**config.mk**
```make
export PLATFORM = sky130hd
export DESIGN_NAME = uart_tx_arbiter
export DESIGN_NICKNAME = d
export VERILOG_FILES = /design/src/rtl/uart_tx_arbiter.sv
export SDC_FILE = /design/constraint.sdc
export NUM_CORES = 1
export LEC_CHECK = 0
export CAP_MARGIN = 20
export CELL_PAD_IN_SITES_DETAIL_PLACEMENT = 1
export CELL_PAD_IN_SITES_GLOBAL_PLACEMENT = 1
export CORE_ASPECT_RATIO = 1.5
export CORE_MARGIN = 8
export CORE_UTILIZATION = 32
export DETAILED_ROUTE_END_ITERATION = 10
export HOLD_SLACK_MARGIN = 0.03
export PLACE_DENSITY_LB_ADDON = 0.08
export SLEW_MARGIN = 25
export SYNTH_ARGS = -nofsm -noshare
export SYNTH_HDL_FRONTEND = slang
export SYNTH_SLANG_ARGS = --single-unit
```
**constraint.sdc**
```tcl
create_clock -name clk -period 1.7 [get_ports clk]
set_input_delay 0.34 -clock clk [delete_from_list [all_inputs] [get_ports clk]]
set_output_delay 0.34 -clock clk [all_outputs]
set_load 0.02 [all_outputs]
```
**src/rtl/uart_tx_arbiter.sv**
```systemverilog
// Round-robin arbiter sharing one UART transmitter between N_REQ byte producers.
// Each grant runs a valid/accept handshake, waits for tx_done, then acks the requester.
//
// state     | meaning
// ----------+-------------------------------------------------------------
// S_IDLE    | no transfer in flight; sample req and pick the next grant
// S_ISSUE   | tx_valid high; waiting for the transmitter to take the byte
// S_WAIT_DONE | byte accepted; waiting for the tx_done pulse
// S_ACK     | one-cycle ack (ack_err set if the watchdog fired)
module uart_tx_arbiter #(
    parameter int N_REQ   = 4,
    parameter int DATA_W  = 8,
    parameter int TIMEOUT = 4096
) (
    input  logic                      clk,
    input  logic                      rst,
    input  logic [N_REQ-1:0]          req,
    input  logic [N_REQ*DATA_W-1:0]   req_data,
    output logic [N_REQ-1:0]          ack,
    output logic                      ack_err,
    output logic                      tx_valid,
    output logic [DATA_W-1:0]         tx_data,
    input  logic                      tx_accept,
    input  logic                      tx_done,
    output logic                      busy,
    output logic [$clog2(N_REQ)-1:0]  grant_id
);

    localparam int GW = $clog2(N_REQ);
    localparam int TW = $clog2(TIMEOUT + 1);
    localparam logic [TW-1:0] TO_LAST = TW'(TIMEOUT - 1);
    localparam logic [TW-1:0] TO_MAX  = TW'(TIMEOUT);

    typedef enum logic [1:0] {
        S_IDLE      = 2'd0,
        S_ISSUE     = 2'd1,
        S_WAIT_DONE = 2'd2,
        S_ACK       = 2'd3
    } state_t;

    state_t              r_state;
    state_t              w_next;
    logic [GW-1:0]       r_last;
    logic [GW-1:0]       r_grant;
    logic [TW-1:0]       r_timer;
    logic [N_REQ-1:0]    r_ack;
    logic                r_ack_err;
    logic                r_tx_valid;
    logic [DATA_W-1:0]   r_tx_data;
    logic                r_busy;

    logic                w_found;
    logic [GW-1:0]       w_pick;
    logic                w_expired;
    logic                w_abort;

    // Scan last+1, last+2, ... so the most recently served requester ranks lowest.
    always_comb begin
        w_found = 1'b0;
        w_pick  = '0;
        for (int i = 1; i <= N_REQ; i++) begin
            if (!w_found && req[GW'((int'(r_last) + i) % N_REQ)]) begin
                w_found = 1'b1;
                w_pick  = GW'((int'(r_last) + i) % N_REQ);
            end
        end
    end

    // ">=" rather than "==": an accept on the very last cycle moves the timer past
    // TIMEOUT-1, and the watchdog must still be able to fire in WAIT_DONE.
    assign w_expired = (r_timer >= TO_LAST);

    always_comb begin
        w_next  = r_state;
        w_abort = 1'b0;
        case (r_state)
            S_IDLE: begin
                if (w_found) w_next = S_ISSUE;
            end
            S_ISSUE: begin
                if (tx_accept) begin
                    w_next = S_WAIT_DONE;
                end else if (w_expired) begin
                    w_next  = S_ACK;
                    w_abort = 1'b1;
                end
            end
            S_WAIT_DONE: begin
                if (tx_done) begin
                    w_next = S_ACK;
                end else if (w_expired) begin
                    w_next  = S_ACK;
                    w_abort = 1'b1;
                end
            end
            S_ACK: begin
                w_next = S_IDLE;
            end
            default: begin
                w_next = S_IDLE;
            end
        endcase
    end

    always_ff @(posedge clk or posedge rst) begin
        if (rst) begin
            r_state    <= S_IDLE;
            r_last     <= GW'(N_REQ - 1);
            r_grant    <= '0;
            r_timer    <= '0;
            r_ack      <= '0;
            r_ack_err  <= 1'b0;
            r_tx_valid <= 1'b0;
            r_tx_data  <= '0;
            r_busy     <= 1'b0;
        end else begin
            r_state    <= w_next;
            r_busy     <= (w_next != S_IDLE);
            r_tx_valid <= (w_next == S_ISSUE);
            r_ack_err  <= w_abort;
            r_ack      <= (w_next == S_ACK) ? ({{(N_REQ-1){1'b0}}, 1'b1} << r_grant) : '0;

            if (r_state == S_IDLE && w_found) begin
                r_grant   <= w_pick;
                r_tx_data <= req_data[int'(w_pick)*DATA_W +: DATA_W];
                r_timer   <= '0;
            end else if ((r_state == S_ISSUE || r_state == S_WAIT_DONE) && r_timer != TO_MAX) begin
                r_timer <= r_timer + 1'b1;
            end

            if (r_state == S_ACK) begin
                r_last <= r_grant;
            end
        end
    end

    assign ack      = r_ack;
    assign ack_err  = r_ack_err;
    assign tx_valid = r_tx_valid;
    assign tx_data  = r_tx_data;
    assign busy     = r_busy;
    assign grant_id = r_grant;

endmodule

```
==> results of run 1 <==
report_power, final:
part           switching [mW]  leakage, nW  internal, mW  total, mW
combinational            1.35        0.799          1.35       2.70
clock                   0.291       0.0482         0.327      0.618
sequential              0.167        0.439          1.06       1.22
critical path, delay by kind of cell:
| family | cells | cell delay (ns) |
|---|---|---|
| buffers and inverters | 2 | 0.77 |
| AO/OA/AOI/OAI | 3 | 0.43 |
| multiplexers | 1 | 0.18 |
| AND/OR/NAND/NOR | 1 | 0.09 |
state kept, by name, indices dropped and copies added (netlist names):
register / flops
tx_valid: 1
r_last: 2
r_timer: 13
r_state: 2
ack: 4
tx_data: 8
busy: 1
grant_id: 2
ack_err: 1
cell type report:
class	instances	area (um2)
fill	663	2850
tap	72	90.1
clock buffer	7	86.3
inverter	8	30.0
timing repair buffer	82	787
clock inverter	1	5.00
multi-input combinational	142	1080
sequential	34	856
final timing paths:
kind                              endpoint  depth (start not counted)  startpoint  slack (ns)
max in group asynchronous        r_last[0]                          3         rst        1.04
min in group clk                tx_data[7]                          2  tx_data[7]        0.50
worst max-delay path            tx_data[5]                          7      req[2]        0.03
worst min-delay path            tx_data[7]                          3         rst        0.41
worst min register to register  tx_data[7]                          2  tx_data[7]        0.50
worst max register to register  r_timer[2]                          6  r_timer[7]        0.04
kinds of logic after synthesis:
kind of cell,Yosys count,synth area share
multiplexers,17,0.0902
AO/OA/AOI/OAI,27,0.105
flip-flops,34,0.449
buffers and inverters,14,0.0369
AND/OR/NAND/NOR,78,0.211
adder cells (fa/ha/maj),8,0.0527
XOR/XNOR,12,0.0553
layout by cell type (no fill, tap or decap), types with 4 or more instances in the layout:
cell type / n
clkdlybuf4s50_1: 51
dfrtp_1: 30
buf_4: 23
nor2_1: 22
nand2_1: 20
mux2i_1: 14
o221ai_1: 9
xor2_1: 8
inv_1: 6
clkbuf_8: 6
nor2b_1: 5
a21oi_1: 5
nand4_1: 5
dlygate4sd2_1: 5
xnor2_1: 4
ha_1: 4
ha_2: 4
repair_timing:
| item | CTS | global route |
|---|---|---|
| setup buffers | 1 | 5 |
| pin swaps | 3 | 6 |
| endpoints found under the hold margin | 0 | 0 |
| setup endpoints to repair | 16 | 14 |
| gates resized for setup | 11 | 19 |
per-layer routing:
layer  global-route usage  up-vias  routed length (um)
met5                    0        -                   0
met2                0.266       48                3150
met1                0.133      838                2260
met4               0.0479        0                  76
li1                     -      833                   -
met3               0.0381        5                 341
==> metrics.yaml, run 1 <==
yosys:
  syn_nets: 238
  synth_top_area_frac: 0.422
  synthArstFlopShare: 1.00
  synth_flop_cell: "dfrtp_1"
  synth_area_um2: 1900
  yosysMostFrequentCell: "dfrtp_1"
  synth_commonest_cells: "dfrtp_1, nor2_1, nand2_1, mux2i_1, o221ai_1"
  ys_types: 40
  synth_area_leaders: "dfrtp_1, mux2i_1, ha_1, nor2_1, o221ai_1"
  synth-edff-count: 0
  synth_seq_area_share: 0.449
  avgSynthCellArea_um2: 10.0
  synthCells: 190
  yosys.area.top_type: "dfrtp_1"
  yosys_warnings: 0
  synth-seq-cells: 34
final_layout:
  antennaDiodeCount: 0
  area_growth_syn_to_layout_pct: 54.7
  final_net_count: 321
  drive_above_1_share: 0.241
  finalNonFillerCells: 346
  final_core_util: 0.508
  design_area_um2: 2940
setup_path:
  critPathArrivalTime_ns: 1.82
  crit_path_start_kind: "primary input"
  critical-path-slowest-cell: "clkdlybuf4s50_1"
  end_kind: "register"
  critical_path_class: "primary input to register"
  cpPeakStageDelay_ns: 0.59
  crit_required_ns: 1.86
  path_cells: "clkdlybuf4s50_1 -> nor2b_1 -> o21ai_2 -> o311ai_4 -> buf_12 -> mux2i_1 -> o221ai_1"
  cp_max_fo: 17
grt:
  grt_max_degree: 35
  grt_pass1_wl_mm: 9.29
  antenna_found_initial: 0
  gr-usage-all-layers: 0.136
  grt_pass1_vias: 1883
  overflow: 0
detailed_routing:
  wl_mm: 5.83
  via_count: 1724
  avgViaCountPerCell: 4.98
  drt_iter0_markers: 24
  dr.pass1.iters: 4
  drc: 0
  antenna_left: 0
  wl_per_cell_um: 16.9
timing:
  tightest_slew_ns: 0.505
  finalCriticalPeriod_ns: 1.67
  tns_ns: 0
  finalWorstSetupSlack_ns: 0.0341
  relSlewSlack: 0.660
  slew_viol_final: 0
  min_period_over_period: 0.980
  hold_ws_ns: 0.408
  hold_viol: 0
  rsz0062_at_grt: "true"
  skew_ns: 0.00401
  setup_violations: 0
  maxClockFrequency_mhz: 600
flow_run:
  cap_violations: 0
clocking:
  cts_root_buffer: "clkbuf_8"
  cts_tree: "built"
  cts_hold_buffers: 0
  cts_sinks: 34
  clk_pin_slew_worst_paths_ns: 0.07
  h-tree-depth: 2
  clockBufferDepth: 2
  cts_buffers: 5
  clock_latency_ns: 0.28
die:
  die_height_um: 110
  core_area_um2: 5790
  start_util: 0.328
  dieArea_um2: 8710
  io_pins: 57
  dieWidth_um: 78.9
  fp-row-count: 34
place:
  pre_cts_ws_ns: -0.406
  placed_area_um2: 2720
  dp_cells: 332
  place_hpwl_mm: 4.45
  port_buffers: 56
  gp_congestion: 0.780
power:
  total_power_mw: 4.54
  p_leak_nw: 1.29
  ir_worst_vdd_mv: 0.756
  power_density_nw_per_um2: 1540
status:
  outcome: "finished, final reports clean"
hold_path:
  min_path_type: "primary input to asynchronous set/reset pin"
Note: power is estimated with default switching activity, not from simulation.
==> run 2: changes to the inputs <==
CAP_MARGIN = not set   (was 20)
==> results of run 2 <==
Same layout as run 1: the final DEF is identical, and so are final timing and power.
